File: src/rtl/riscv_pkg.sv
// Shared RISC-V front-end constants: default widths, reset vector, NOP encoding.
// Latency: n/a (constants only).
// Backpressure: n/a.
//
// Contents:
//   XLEN_DEFAULT     - default address / PC width
//   ILEN_DEFAULT     - default instruction width
//   RESET_PC_DEFAULT - default first fetch address
//   NOP_INSTR        - canonical NOP (addi x0, x0, 0)
//   PC_STEP          - fetch stride in bytes (fixed 32-bit instructions)
package riscv_pkg;

  localparam int XLEN_DEFAULT = 32;
  localparam int ILEN_DEFAULT = 32;

  localparam logic [31:0] RESET_PC_DEFAULT = 32'h0000_0000;
  localparam logic [31:0] NOP_INSTR        = 32'h0000_0013;

  localparam int PC_STEP = 4;

endpackage

File: src/rtl/instr_fifo.sv
// Synchronous DEPTH-entry FIFO of {instr, pc} words with a flush input.
// Latency: a write is visible at the head the cycle after it is accepted.
// Backpressure: writes when full are accepted only alongside a read; reads when empty are ignored.
//
// Ports:
//   clk, rst        - clock, synchronous active-high reset
//   flush           - empties the queue next cycle; dominates wr_en / rd_en
//   wr_en, wr_data  - enqueue request and payload
//   rd_en           - dequeue request (ignored when empty)
//   rd_data         - head entry (combinational read of storage)
//   count, empty    - occupancy and empty flag
module instr_fifo #(
  parameter int DEPTH = 4,
  parameter int WIDTH = 64
) (
  input  logic                    clk,
  input  logic                    rst,
  input  logic                    flush,
  input  logic                    wr_en,
  input  logic [WIDTH-1:0]        wr_data,
  input  logic                    rd_en,
  output logic [WIDTH-1:0]        rd_data,
  output logic [$clog2(DEPTH):0]  count,
  output logic                    empty
);

  localparam int AW = $clog2(DEPTH);
  localparam int CW = AW + 1;

  logic [WIDTH-1:0] mem [DEPTH];
  logic [AW-1:0]    head;
  logic [AW-1:0]    tail;
  logic             full;
  logic             do_wr;
  logic             do_rd;

  assign empty   = (count == '0);
  assign full    = (count == CW'(DEPTH));
  assign do_rd   = rd_en && !empty;
  // A full queue may still take a write when the head leaves in the same cycle.
  assign do_wr   = wr_en && (!full || do_rd);
  assign rd_data = mem[head];

  // Storage carries no reset; validity is tracked purely by count.
  always_ff @(posedge clk) begin
    if (do_wr && !rst && !flush) begin
      mem[tail] <= wr_data;
    end
  end

  // DEPTH is a power of two, so pointers wrap by natural overflow.
  always_ff @(posedge clk) begin
    if (rst || flush) begin
      head  <= '0;
      tail  <= '0;
      count <= '0;
    end else begin
      if (do_wr) begin
        tail <= tail + AW'(1);
      end
      if (do_rd) begin
        head <= head + AW'(1);
      end
      if (do_wr && !do_rd) begin
        count <= count + CW'(1);
      end else if (!do_wr && do_rd) begin
        count <= count - CW'(1);
      end
    end
  end

endmodule

File: src/rtl/fetch_queue.sv
// Instruction fetch unit: sequential PC, fixed-latency imem, decode-side instruction queue.
// Latency: request to out_valid is exactly 2 cycles; redirect to first new request is 1 cycle.
// Backpressure: fetch throttles so queued plus in-flight entries never exceed DEPTH.
//
// Ports:
//   clk, rst                     - clock, synchronous active-high reset
//   imem_req, imem_addr          - fetch request and address (address is the PC register)
//   imem_rdata                   - instruction returned one cycle after imem_req
//   redirect_valid, redirect_pc  - flush and restart fetch at redirect_pc (word aligned)
//   out_valid, out_ready         - decode handshake; transfer when both high
//   out_instr, out_pc            - head-of-queue instruction and its PC
//   count                        - queue occupancy (excludes the in-flight response)
module fetch_queue
  import riscv_pkg::*;
#(
  parameter int               XLEN     = XLEN_DEFAULT,
  parameter int               ILEN     = ILEN_DEFAULT,
  parameter int               DEPTH    = 4,
  parameter logic [XLEN-1:0]  RESET_PC = XLEN'(RESET_PC_DEFAULT)
) (
  input  logic                    clk,
  input  logic                    rst,
  output logic                    imem_req,
  output logic [XLEN-1:0]         imem_addr,
  input  logic [ILEN-1:0]         imem_rdata,
  input  logic                    redirect_valid,
  input  logic [XLEN-1:0]         redirect_pc,
  output logic                    out_valid,
  input  logic                    out_ready,
  output logic [ILEN-1:0]         out_instr,
  output logic [XLEN-1:0]         out_pc,
  output logic [$clog2(DEPTH):0]  count
);

  localparam int CW = $clog2(DEPTH) + 1;
  // One extra bit so count + inflight cannot wrap when count == DEPTH.
  localparam int OW = CW + 1;
  localparam int EW = ILEN + XLEN;

  logic [XLEN-1:0] pc;
  logic            inflight;
  logic [XLEN-1:0] inflight_pc;

  logic            deq;
  logic            enq;
  logic [OW-1:0]   occupancy;
  logic [XLEN-1:0] redirect_target;
  logic [EW-1:0]   wr_entry;
  logic [EW-1:0]   head_entry;
  logic            fifo_empty;
  logic            unused_redirect_lsbs;

  assign imem_addr = pc;

  assign deq = out_valid && out_ready;

  // Slots that will be taken once everything already requested has landed,
  // crediting the entry decode is taking this cycle.
  assign occupancy = {1'b0, count} + OW'(inflight) - OW'(deq);

  assign imem_req = !rst && !redirect_valid && (occupancy < OW'(DEPTH));

  // A response arriving in a redirect cycle belongs to the old path.
  assign enq = inflight && !redirect_valid;

  assign redirect_target      = {redirect_pc[XLEN-1:2], 2'b00};
  assign unused_redirect_lsbs = &{1'b0, redirect_pc[1:0]};

  assign wr_entry = {imem_rdata, inflight_pc};

  always_ff @(posedge clk) begin
    if (rst) begin
      pc <= RESET_PC;
    end else if (redirect_valid) begin
      pc <= redirect_target;
    end else if (imem_req) begin
      pc <= pc + XLEN'(PC_STEP);
    end
  end

  // Remember which PC the outstanding response belongs to.
  always_ff @(posedge clk) begin
    if (rst) begin
      inflight    <= 1'b0;
      inflight_pc <= RESET_PC;
    end else begin
      inflight <= imem_req;
      if (imem_req) begin
        inflight_pc <= pc;
      end
    end
  end

  instr_fifo #(
    .DEPTH (DEPTH),
    .WIDTH (EW)
  ) u_instr_fifo (
    .clk     (clk),
    .rst     (rst),
    .flush   (redirect_valid),
    .wr_en   (enq),
    .wr_data (wr_entry),
    .rd_en   (out_ready),
    .rd_data (head_entry),
    .count   (count),
    .empty   (fifo_empty)
  );

  assign out_valid = !fifo_empty;
  assign out_pc    = head_entry[XLEN-1:0];
  // Present a NOP rather than stale storage when nothing is queued.
  assign out_instr = out_valid ? head_entry[EW-1:XLEN] : ILEN'(NOP_INSTR);

endmodule

File: config.mk
export PLATFORM = sky130hd
export DESIGN_NAME = fetch_queue
export DESIGN_NICKNAME = d
export VERILOG_FILES = /design/src/rtl/riscv_pkg.sv /design/src/rtl/instr_fifo.sv /design/src/rtl/fetch_queue.sv
export SDC_FILE = /design/constraint.sdc
export NUM_CORES = 1
export LEC_CHECK = 0
export CELL_PAD_IN_SITES_DETAIL_PLACEMENT = 1
export CELL_PAD_IN_SITES_GLOBAL_PLACEMENT = 1
export CORE_UTILIZATION = 50
export DETAILED_ROUTE_END_ITERATION = 7
export PLACE_DENSITY = 0.84
export SLEW_MARGIN = 20
export SYNTH_ARGS = -nofsm -noshare
export SYNTH_HDL_FRONTEND = slang
export SYNTH_HIERARCHICAL = 1
export SYNTH_SLANG_ARGS = --single-unit
export TNS_END_PERCENT = 10
File: constraint.sdc
create_clock -name clk -period 7.6 [get_ports clk]
set_input_delay 1.14 -clock clk [delete_from_list [all_inputs] [get_ports clk]]
set_output_delay 1.14 -clock clk [all_outputs]
set_load 0.05 [all_outputs]
==> metrics.csv <==
metric,value,unit
cts_buffers,31,
reg2reg_from,u_instr_fifo/count[0],
critPathMaxStageDelay,710,ps
drt-wirelength-per-cell,21.5,um
numPortBuffers,164,
end_kind,output port,
final_common_cell,edfxtp_1,
insertion_delay,540,ps
skew,10.4,ps
cts_setup_buffers,0,
crit_path_top_delay_cell,clkdlybuf4s50_1,
synth_seq_cells,326,
yosysTopAreaCell,edfxtp_1,
cts_tree,yes,
regArea,9100,um^2
avgViaCountPerCell,5.56,
netlist_area,12800,um^2
antenna_found_initial,0,
critPathMaxFanout,32,
drive_gt1_frac,0.155,
final-setup-viol-count,0,
clockBufferDepth,3,
synth_edf_count,256,
cts_sinks,326,
period_share,0.743,
dieWidth,162,um
post-route-drc-count,0,
initial_utilization,0.509,
yosysSeqAreaShare,0.711,
dr.pass1.iters,4,
critical_path_class,primary input to output port,
ios,169,
power-per-cell-area,247,nW/um^2
synth-warning-count,6,
grt_pass1_wl,42.9,mm
cp-endpoint,imem_req,
fin_ws,1950,ps
grt_overflow,0,
grt_pass1_vias,7599,
r2r_cells,11,
gp_congestion,0.747,
power_leakage,5.12,nW
crit_arrival,4510,ps
vdd_drop_max,0.147,mV
crit_required,6460,ps
finalCriticalPeriod,5650,ps
place_ws,1950,ps
max-cap-violations,0,
finalHoldViolations,0,
grt_usage,0.214,
crit_start,out_ready,
max_slew_margin,0.281,
fmax,0.177,GHz
start_kind,primary input,
layout_common_cells,"edfxtp_1 (256), clkdlybuf4s50_1 (163), dfxtp_1 (68)",
rows,58,
grt_start_max_net_pins,65,
ctsRootBufferMaster,clkbuf_16,
synthDistinctLibCells,53,
final_net_count,986,
async_flop_share,0,
cts_resized,0,
hp-class,flop to flop,
cp_cell_sequence,"clkdlybuf4s50_1, nor2b_1, ha_1, inv_1, ha_1, and3b_1, o211a_1, o21bai_4, buf_4, inv_1, clkdlybuf4s50_1",
fillerInstances,2251,
synthTopCellsByArea,"edfxtp_1 (60%), mux4_2 (11%), dfxtp_1 (11%), mux2i_1 (2.6%), nor2_1 (1.8%)",
synth_ff_type,edfxtp_1,
rsz0062_at_grt,false,
wirelength,27.2,mm
r2r_end,imem_addr[30],
clkTransAtPathRegs,60,ps
cts_hold_buf,0,
drtIter0Drc,442,
antennaDiodeCount,0,
synth_top_area_share,0.601,
vias,7015,
setup_tns,0,ps
maxSlewViolCount,0,
syn-mean-instance-area,17.4,um^2
dieHeight,162,um
core_area,25100,um^2
die_area,26200,um^2
areaGrowthSynthToFinish,23.7,%
reg2reg_slack,3960,ps
worst_pin_slew,1080,ps
h-tree-depth,1,
multiInputGateArea,3530,um^2
outcome,"finished, final reports clean",
post-dp-hpwl,16.9,mm
antenna_left,0,
synth_cells,737,
cells in the mapped netlist, types with 5 or more instances:
master     count
nor2b_1       30
ha_1           9
o31ai_1        5
nor2_1        62
edfxtp_1     256
clkbuf_1      27
nand2_1        8
nor3_1         5
a21oi_1        6
and3_1        11
xor2_1        23
o21ai_0        6
or2_2          5
mux2i_1       33
buf_2         11
o2111ai_1     11
dfxtp_1       70
inv_1         14
nand4_1        5
mux4_2        64
a211oi_1      19
registers in the layout, indices dropped and copies added, names as in the netlist, named ones only:
| signal | flops |
|---|---|
| u_instr_fifo/head | 2 |
| imem_addr | 30 |
| inflight | 1 |
| u_instr_fifo/tail | 2 |
| u_instr_fifo/count | 3 |
| u_instr_fifo/mem | 256 |
| inflight_pc | 30 |
critical path: cells and delay by family:
family / cells / cell delay (ps)
AO/OA/AOI/OAI: 2 / 740
adder cells (fa/ha/maj): 2 / 410
AND/OR/NAND/NOR: 2 / 360
buffers and inverters: 5 / 1840
worst min path at each step:
stage                     from                       to  slack, ps  cells past startpoint
5_1_grt        inflight_pc[18]  u_instr_fifo/mem[2][18]        530                      0
3_3_place_gp   inflight_pc[19]  u_instr_fifo/mem[3][19]        480                      0
6_report       inflight_pc[18]  u_instr_fifo/mem[2][18]        510                      0
4_1_cts        inflight_pc[18]  u_instr_fifo/mem[3][18]        510                      0
2_1_floorplan  inflight_pc[10]  u_instr_fifo/mem[0][10]        460                      0
3_5_place_dp   inflight_pc[18]  u_instr_fifo/mem[2][18]        500                      0
power breakdown:
group / switching (mW) / internal [mW]
logic: 0.239 / 0.147
clock network: 0.633 / 0.895
registers: 0.0428 / 1.95
total: 0.914 / 2.99
metrics by stage:
stage	total power, mW	hold slack (ps)	util	cell area (um^2)	cells
4_1_cts	3.94	511	0.630	15800	1262
3_3_place_gp	2.40	482	0.589	14800	1205
2_1_floorplan	2.26	460	-	12800	746
3_5_place_dp	2.41	497	0.589	14800	1205
6_report	3.90	512	0.630	15800	1262
5_1_grt	4.02	529	0.630	15800	1262
cell families after synthesis:
kind of cell,after synthesis,synth area share
mux,97,0.139
xor+xnor,26,0.0178
compound gates,73,0.0430
other cells,1,0.000293
fa+ha+maj,10,0.0104
simple gates,147,0.0604
buf+inv,57,0.0190
flops,326,0.711
layer usage:
| metal | track usage | routed length (um) | share of wire | vias up |
|---|---|---|---|---|
| met2 | 0.362 | 13200 | 0.48 | 200 |
| met4 | 0.0446 | 385 | 0.014 | 0 |
| met1 | 0.295 | 12300 | 0.45 | 3562 |
| li1 | - | - | - | 3220 |
| met3 | 0.0329 | 1280 | 0.047 | 33 |
| met5 | 0 | 0 | 0 | - |
final cells by class:
class,instances,share of cell area
flip-flops and latches,326,0.575
multi-input cells,363,0.223
repair buffers,171,0.107
clock buffers,44,0.0593
well taps,330,0.0261
clock inverters,13,0.00672
inverters,15,0.00356
Power figures use the tool's default switching activity.
==> patch 1: new RTL, config.mk and constraints unchanged <==
Register the output `count`, with the module's reset; this adds one clock of latency there. The other outputs are not delayed to match.
--- a/src/rtl/fetch_queue.sv
+++ b/src/rtl/fetch_queue.sv
@@ -37,6 +37,8 @@
   localparam int OW = CW + 1;
   localparam int EW = ILEN + XLEN;
 
+  logic [$clog2(DEPTH):0] count_d;
+
   logic [XLEN-1:0] pc;
   logic            inflight;
   logic [XLEN-1:0] inflight_pc;
@@ -56,7 +58,7 @@
 
   // Slots that will be taken once everything already requested has landed,
   // crediting the entry decode is taking this cycle.
-  assign occupancy = {1'b0, count} + OW'(inflight) - OW'(deq);
+  assign occupancy = {1'b0, count_d} + OW'(inflight) - OW'(deq);
 
   assign imem_req = !rst && !redirect_valid && (occupancy < OW'(DEPTH));
 
@@ -102,7 +104,7 @@
     .wr_data (wr_entry),
     .rd_en   (out_ready),
     .rd_data (head_entry),
-    .count   (count),
+    .count   (count_d),
     .empty   (fifo_empty)
   );
 
@@ -111,5 +113,13 @@
   // Present a NOP rather than stale storage when nothing is queued.
   assign out_instr = out_valid ? head_entry[EW-1:XLEN] : ILEN'(NOP_INSTR);
 
+  always_ff @(posedge clk) begin
+    if (rst) begin
+      count <= '0;
+    end else begin
+      count <= count_d;
+    end
+  end
+
 endmodule
 
Formal check against the unedited RTL: not equivalent (a bounded check fails within 4 cycles, from zero or initial values and one cycle with rst high).
==> patch 1 against the original RTL <==
- clock power grew 11%
- sequential cell count grew 3
- final area increased by 1.2%
- setup slack got worse by 66 ps
- non-clock buffer count decreased by 1
- routed wire length is 5.3% higher
- combinational power hardly changed
- total power grew 4.9%
- first-iteration DRC count is 14% lower
- area after synthesis increased by 0.58%
==> patch 1: results (changes against the original RTL) <==
Logic synthesis
  – Most common library cells after synthesis: edfxtp_1 (256), dfxtp_1 (73), mux4_2 (64), nor2_1 (64), mux2i_1 (33)
  – Post-synthesis sequential area ratio: 0.711 (about the same)
  – Syn Area/Cell: 17.3 um2 (-0.24%)
  – Mux share of post-synthesis cell area: 0.138 (-0.000795)
  – Largest cells by area after synthesis: edfxtp_1 (60%), dfxtp_1 (11%), mux4_2 (11%), mux2i_1 (2.6%), nor2_1 (1.9%)
  – Post-Synth Adder-Cell Area: 0.0103 (-0.0000595)

Worst setup path
  – R2R Setup Slk: 4090 ps (+130 ps)
  – Crit path DAT: 4570 ps (+60 ps)
  – R2R cell count: 10 (-1)

Run status
  – Status: finished, final reports clean

STA
  – Relative slew slack: 0.299 (+0.0187)
  – Fin crit share: 0.752 (+0.00866)
  – Hold Slack: 523 ps (+11.6 ps)
  – Setup Skew: 15.6 ps (+5.21 ps)

Global routing
  – Largest net degree at the start of global routing: 67 (+3.1%)
  – Total GRT Usage: 0.225 (+0.0114)
  – Global-route met1 utilization: 0.299 (+0.00348)
  – First-pass GRT wire length: 44,800 um (+4.5%)
  – Met2 usage: 0.383 (+0.0206)

Placed design
  – Inst Count DP: 1,210 (+0.41%)
  – GPL Wtd Cong: 0.795 (+6.4%)
  – Placed cell area: 14,800 um2 (+0.45%)
  – Hpwl dp: 17,300 um (+2.6%)

Clocking
  – Worst skew pair latency: 510 ps (-30 ps)
  – H-tree levels: 2 (+1)

Final layout
  – Nets@finish: 996 (+1.0%)

Drt
  – WL/cell: 22.5 um (+4.3%)
  – Pre-antenna DRT Iters: 5 (+1)
  – Met2 wire length: 14,200 um (+8.0%)
  – Via-per-instance ratio: 5.64 (+1.5%)
  – Metal-1 WL: 12,200 um (-1.0%)

Worst hold path
  – Hold Crit Start: inflight_pc[8]$_SDFFE_PP0P_

Power
  – Max VDD drop: 0.139 mV (-5.4%)
patch 1: area by class of cell:
| cell class | instances | area [um2] |
|---|---|---|
| Clock buffer | 43 | 958 |
| Clock inverter | 21 | 205 |
| Fill cell | 2236 | 9170 |
| Inverter | 15 | 56.3 |
| Multi-Input combinational cell | 366 | 3540 |
| Sequential cell | 329 | 9160 |
| Tap cell | 330 | 413 |
| Timing Repair Buffer | 170 | 1680 |
patch 1: power by group:
group          switching, mW  internal, mW  total, mW
clock network          0.668          1.03       1.70
registers             0.0420          1.96       2.00
logic                  0.241         0.146      0.387
total                  0.951          3.14       4.09
patch 1: kinds of logic (layout without fill, tap and decap cells):
kind of cell             count (synthesis)  after routing
flip-flops                             329            329
AND/OR/NAND/NOR                        150            150
multiplexers                            97             97
AO/OA/AOI/OAI                           73             73
buffers and inverters                   57            249
XOR/XNOR                                26             26
adder cells (fa/ha/maj)                 10             10
other                                    1             10
==> patch 2: new RTL, config.mk and constraints unchanged <==
Made on the original files. Change the package constant `ILEN_DEFAULT` from 32 to 16.
--- a/src/rtl/riscv_pkg.sv
+++ b/src/rtl/riscv_pkg.sv
@@ -11,7 +11,7 @@
 package riscv_pkg;
 
   localparam int XLEN_DEFAULT = 32;
-  localparam int ILEN_DEFAULT = 32;
+  localparam int ILEN_DEFAULT = 16;
 
   localparam logic [31:0] RESET_PC_DEFAULT = 32'h0000_0000;
   localparam logic [31:0] NOP_INSTR        = 32'h0000_0013;
Ports: changed (resized imem_rdata and out_instr); port bits go from 169 to 137. The function was not compared with the original's and may differ.
==> patch 2 against the original RTL <==
- sequential power down 20%
- largest power group unchanged
- die area shrank 17%
- total power down 21%
- routed wire length is 7.3% lower
- final area down 18%
- global-route usage increased by 2.4 points
- sequential cell count shrank 64
- worst hold slack worse by 15 ps
- non-clock buffer count shrank 28
- via count fell by 8.2%
- setup slack got worse by 160 ps
- area after synthesis is 17% lower
- fmax shrank 2.7%
==> patch 2: results (changes against the original RTL) <==
Run status
  – Status: finished, final reports clean

Worst hold path
  – Worst min path class: reg2reg
  – Hold Path Stages: 2 (+2)
  – End of the worst hold path: inflight_pc[26]$_SDFFE_PP0P_
  – Hold Crit Start: inflight_pc[26]$_SDFFE_PP0P_

Logic synthesis
  – Post-synth EDFFs: 192 (-25%)
  – Synth Flop Type: edfxtp_1
  – Largest cells by area after synthesis: edfxtp_1 (54%), dfxtp_1 (13%), mux4_2 (10%), nand2_1 (2.8%), a21oi_1 (1.6%)
  – Most common library cells after synthesis: edfxtp_1 (192), nand2_1 (79), dfxtp_1 (70)
  – Post-synthesis sequential area ratio: 0.676 (-0.0348)
  – Count of cell types in the netlist: 59 (+11%)
  – Synth Warn #: 6 (unchanged)
  – Async SR Flop Fraction: 0 (unchanged)

Power
  – Pleak: 4.15 nW (-19%)
  – Switch Pwr: 0.744 mW (-19%)
  – Max VDD drop: 0.161 mV (+9.4%)

Global routing
  – Total GRT Usage: 0.238 (+0.0242)
  – Initial antenna violation count: 0 (unchanged)
  – Vias in the first global route: 7,032 (-7.5%)
  – First-pass GRT wire length: 39,500 um (-7.9%)
  – Largest net degree at the start of global routing: 66 (+1.5%)

Worst setup path
  – Worst reg2reg startpoint: u_instr_fifo/count[2]$_SDFFE_PP0P_
  – Max incr delay on CP: 900 ps (+190 ps)
  – Critical path's slowest cell: clkdlybuf4s50_1
  – Crit path DAT: 4660 ps (+150 ps)
  – Critical path fanouts, max: 31 (-3.1%)
  – R2R Setup Slk: 3580 ps (-380 ps)
  – R2R cell count: 11 (unchanged)
  – Reg-to-reg endpoint: imem_addr[24]$_SDFFE_PP0P_

Drt
  – Initial drt markers: 372 (-16%)
  – Routed WL: 25,200 um (-7.3%)
  – DR vias: 6,442 (-8.2%)
  – Pre-antenna DRT Iters: 4 (unchanged)

STA
  – Hold Slack: 497 ps (-15.0 ps)
  – Setup Skew: 12.2 ps (+1.81 ps)
  – Slew @ Worst Pin: 1080 ps (+2.60 ps)

Placed design
  – GPL Wtd Cong: 0.831 (+11%)
  – Hpwl dp: 15,900 um (-5.7%)
  – Dpl ws: 1830 ps (-124 ps)
  – Number of I/O port buffers: 132 (-20%)
  – Placed cell area: 12,200 um2 (-17%)

Final layout
  – N_diodes: 0 (unchanged)
  – Nets@finish: 888 (-9.9%)
  – Share of cells above drive strength 1: 0.151 (-0.00303)
  – Max FFs per register: 192 (-25%)
  – Reg with most FFs: u_instr_fifo/mem
  – Fillcell total: 1,934 (-14%)

Clocking
  – Buffer count from post-CTS setup fixing: 0 (unchanged)
  – Resize count post-CTS: 0 (unchanged)
  – Clk slew on worst S/H paths: 60 ps (about the same)
  – Worst skew pair latency: 520 ps (-20 ps)
  – Root buf cell: clkbuf_16
  – Clock Path Buffers: 3 (unchanged)
  – Number of CTS-inserted buffers: 26 (-16%)
  – H-tree levels: 1 (unchanged)
==> patch 2: cell type report <==
type                    count  area (um2)  share of cell area
flip-flops and latches    262        7170               0.553
multi-input cells         380        3240               0.250
repair buffers            143        1400               0.108
clock buffers              41         728              0.0561
well taps                 270         338              0.0260
clock inverters             6        51.3             0.00395
inverters                  13        48.8             0.00376
==> patch 2: worst max path at each step <==
stage / start / end / slack [ps] / cells after the start
floorplan: u_instr_fifo/count[0]$_SDFFE_PP0P_ / imem_req / 3050 / 11
global placement: out_ready / imem_req / 1950 / 11
detailed placement: out_ready / imem_req / 1830 / 11
CTS: u_instr_fifo/count[2]$_SDFFE_PP0P_ / imem_req / 1760 / 11
global route: u_instr_fifo/count[2]$_SDFFE_PP0P_ / imem_req / 1530 / 11
finish: out_ready / imem_req / 1800 / 11
==> patch 2: cell families (layout without fill, tap and decap cells) <==
| family | count (synthesis) | count (layout) | synth area share |
|---|---|---|---|
| DFF | 262 | 262 | 0.676 |
| and+or+nand+nor | 186 | 186 | 0.0873 |
| AOI/OAI and AO/OA | 100 | 100 | 0.0765 |
| buffers and inverters | 56 | 203 | 0.0241 |
| muxes | 49 | 49 | 0.103 |
| xor gates and xnor gates | 25 | 25 | 0.0206 |
| adders and majority gates | 10 | 10 | 0.0125 |
| other | 1 | 10 | 0.000354 |
==> patch 2: per-stage QoR <==
step                 util  instances
floorplan               -        698
global placement    0.595       1068
detailed placement  0.595       1068
CTS                 0.633       1115
global route        0.633       1115
finish              0.633       1115
==> patch 2: routing by layer <==
layer  track usage  routed length [um]  up-vias  share of wire
li1              -                   -     2910              -
met3        0.0327                1400       32          0.056
met5             0                   0        -              0
met2         0.423               13200      229           0.52
met1         0.309               10200     3271           0.41
met4        0.0582                 386        0          0.015
==> patch 2: power groups by stage <==
stage / Sequential, mW / Combinational, mW / Clock, mW
finish: 1.59 / 0.318 / 1.18
global route: 1.60 / 0.338 / 1.26
CTS: 1.59 / 0.321 / 1.21
detailed placement: 1.62 / 0.318 / 0
global placement: 1.62 / 0.306 / 0
floorplan: 1.65 / 0.162 / 0
==> patch 2: critical path, delay by kind of cell <==
| family | cells | cell delay (ps) |
|---|---|---|
| AO/OA/AOI/OAI | 1 | 140 |
| adder cells (fa/ha/maj) | 2 | 430 |
| buffers and inverters | 5 | 1870 |
| AND/OR/NAND/NOR | 3 | 1070 |
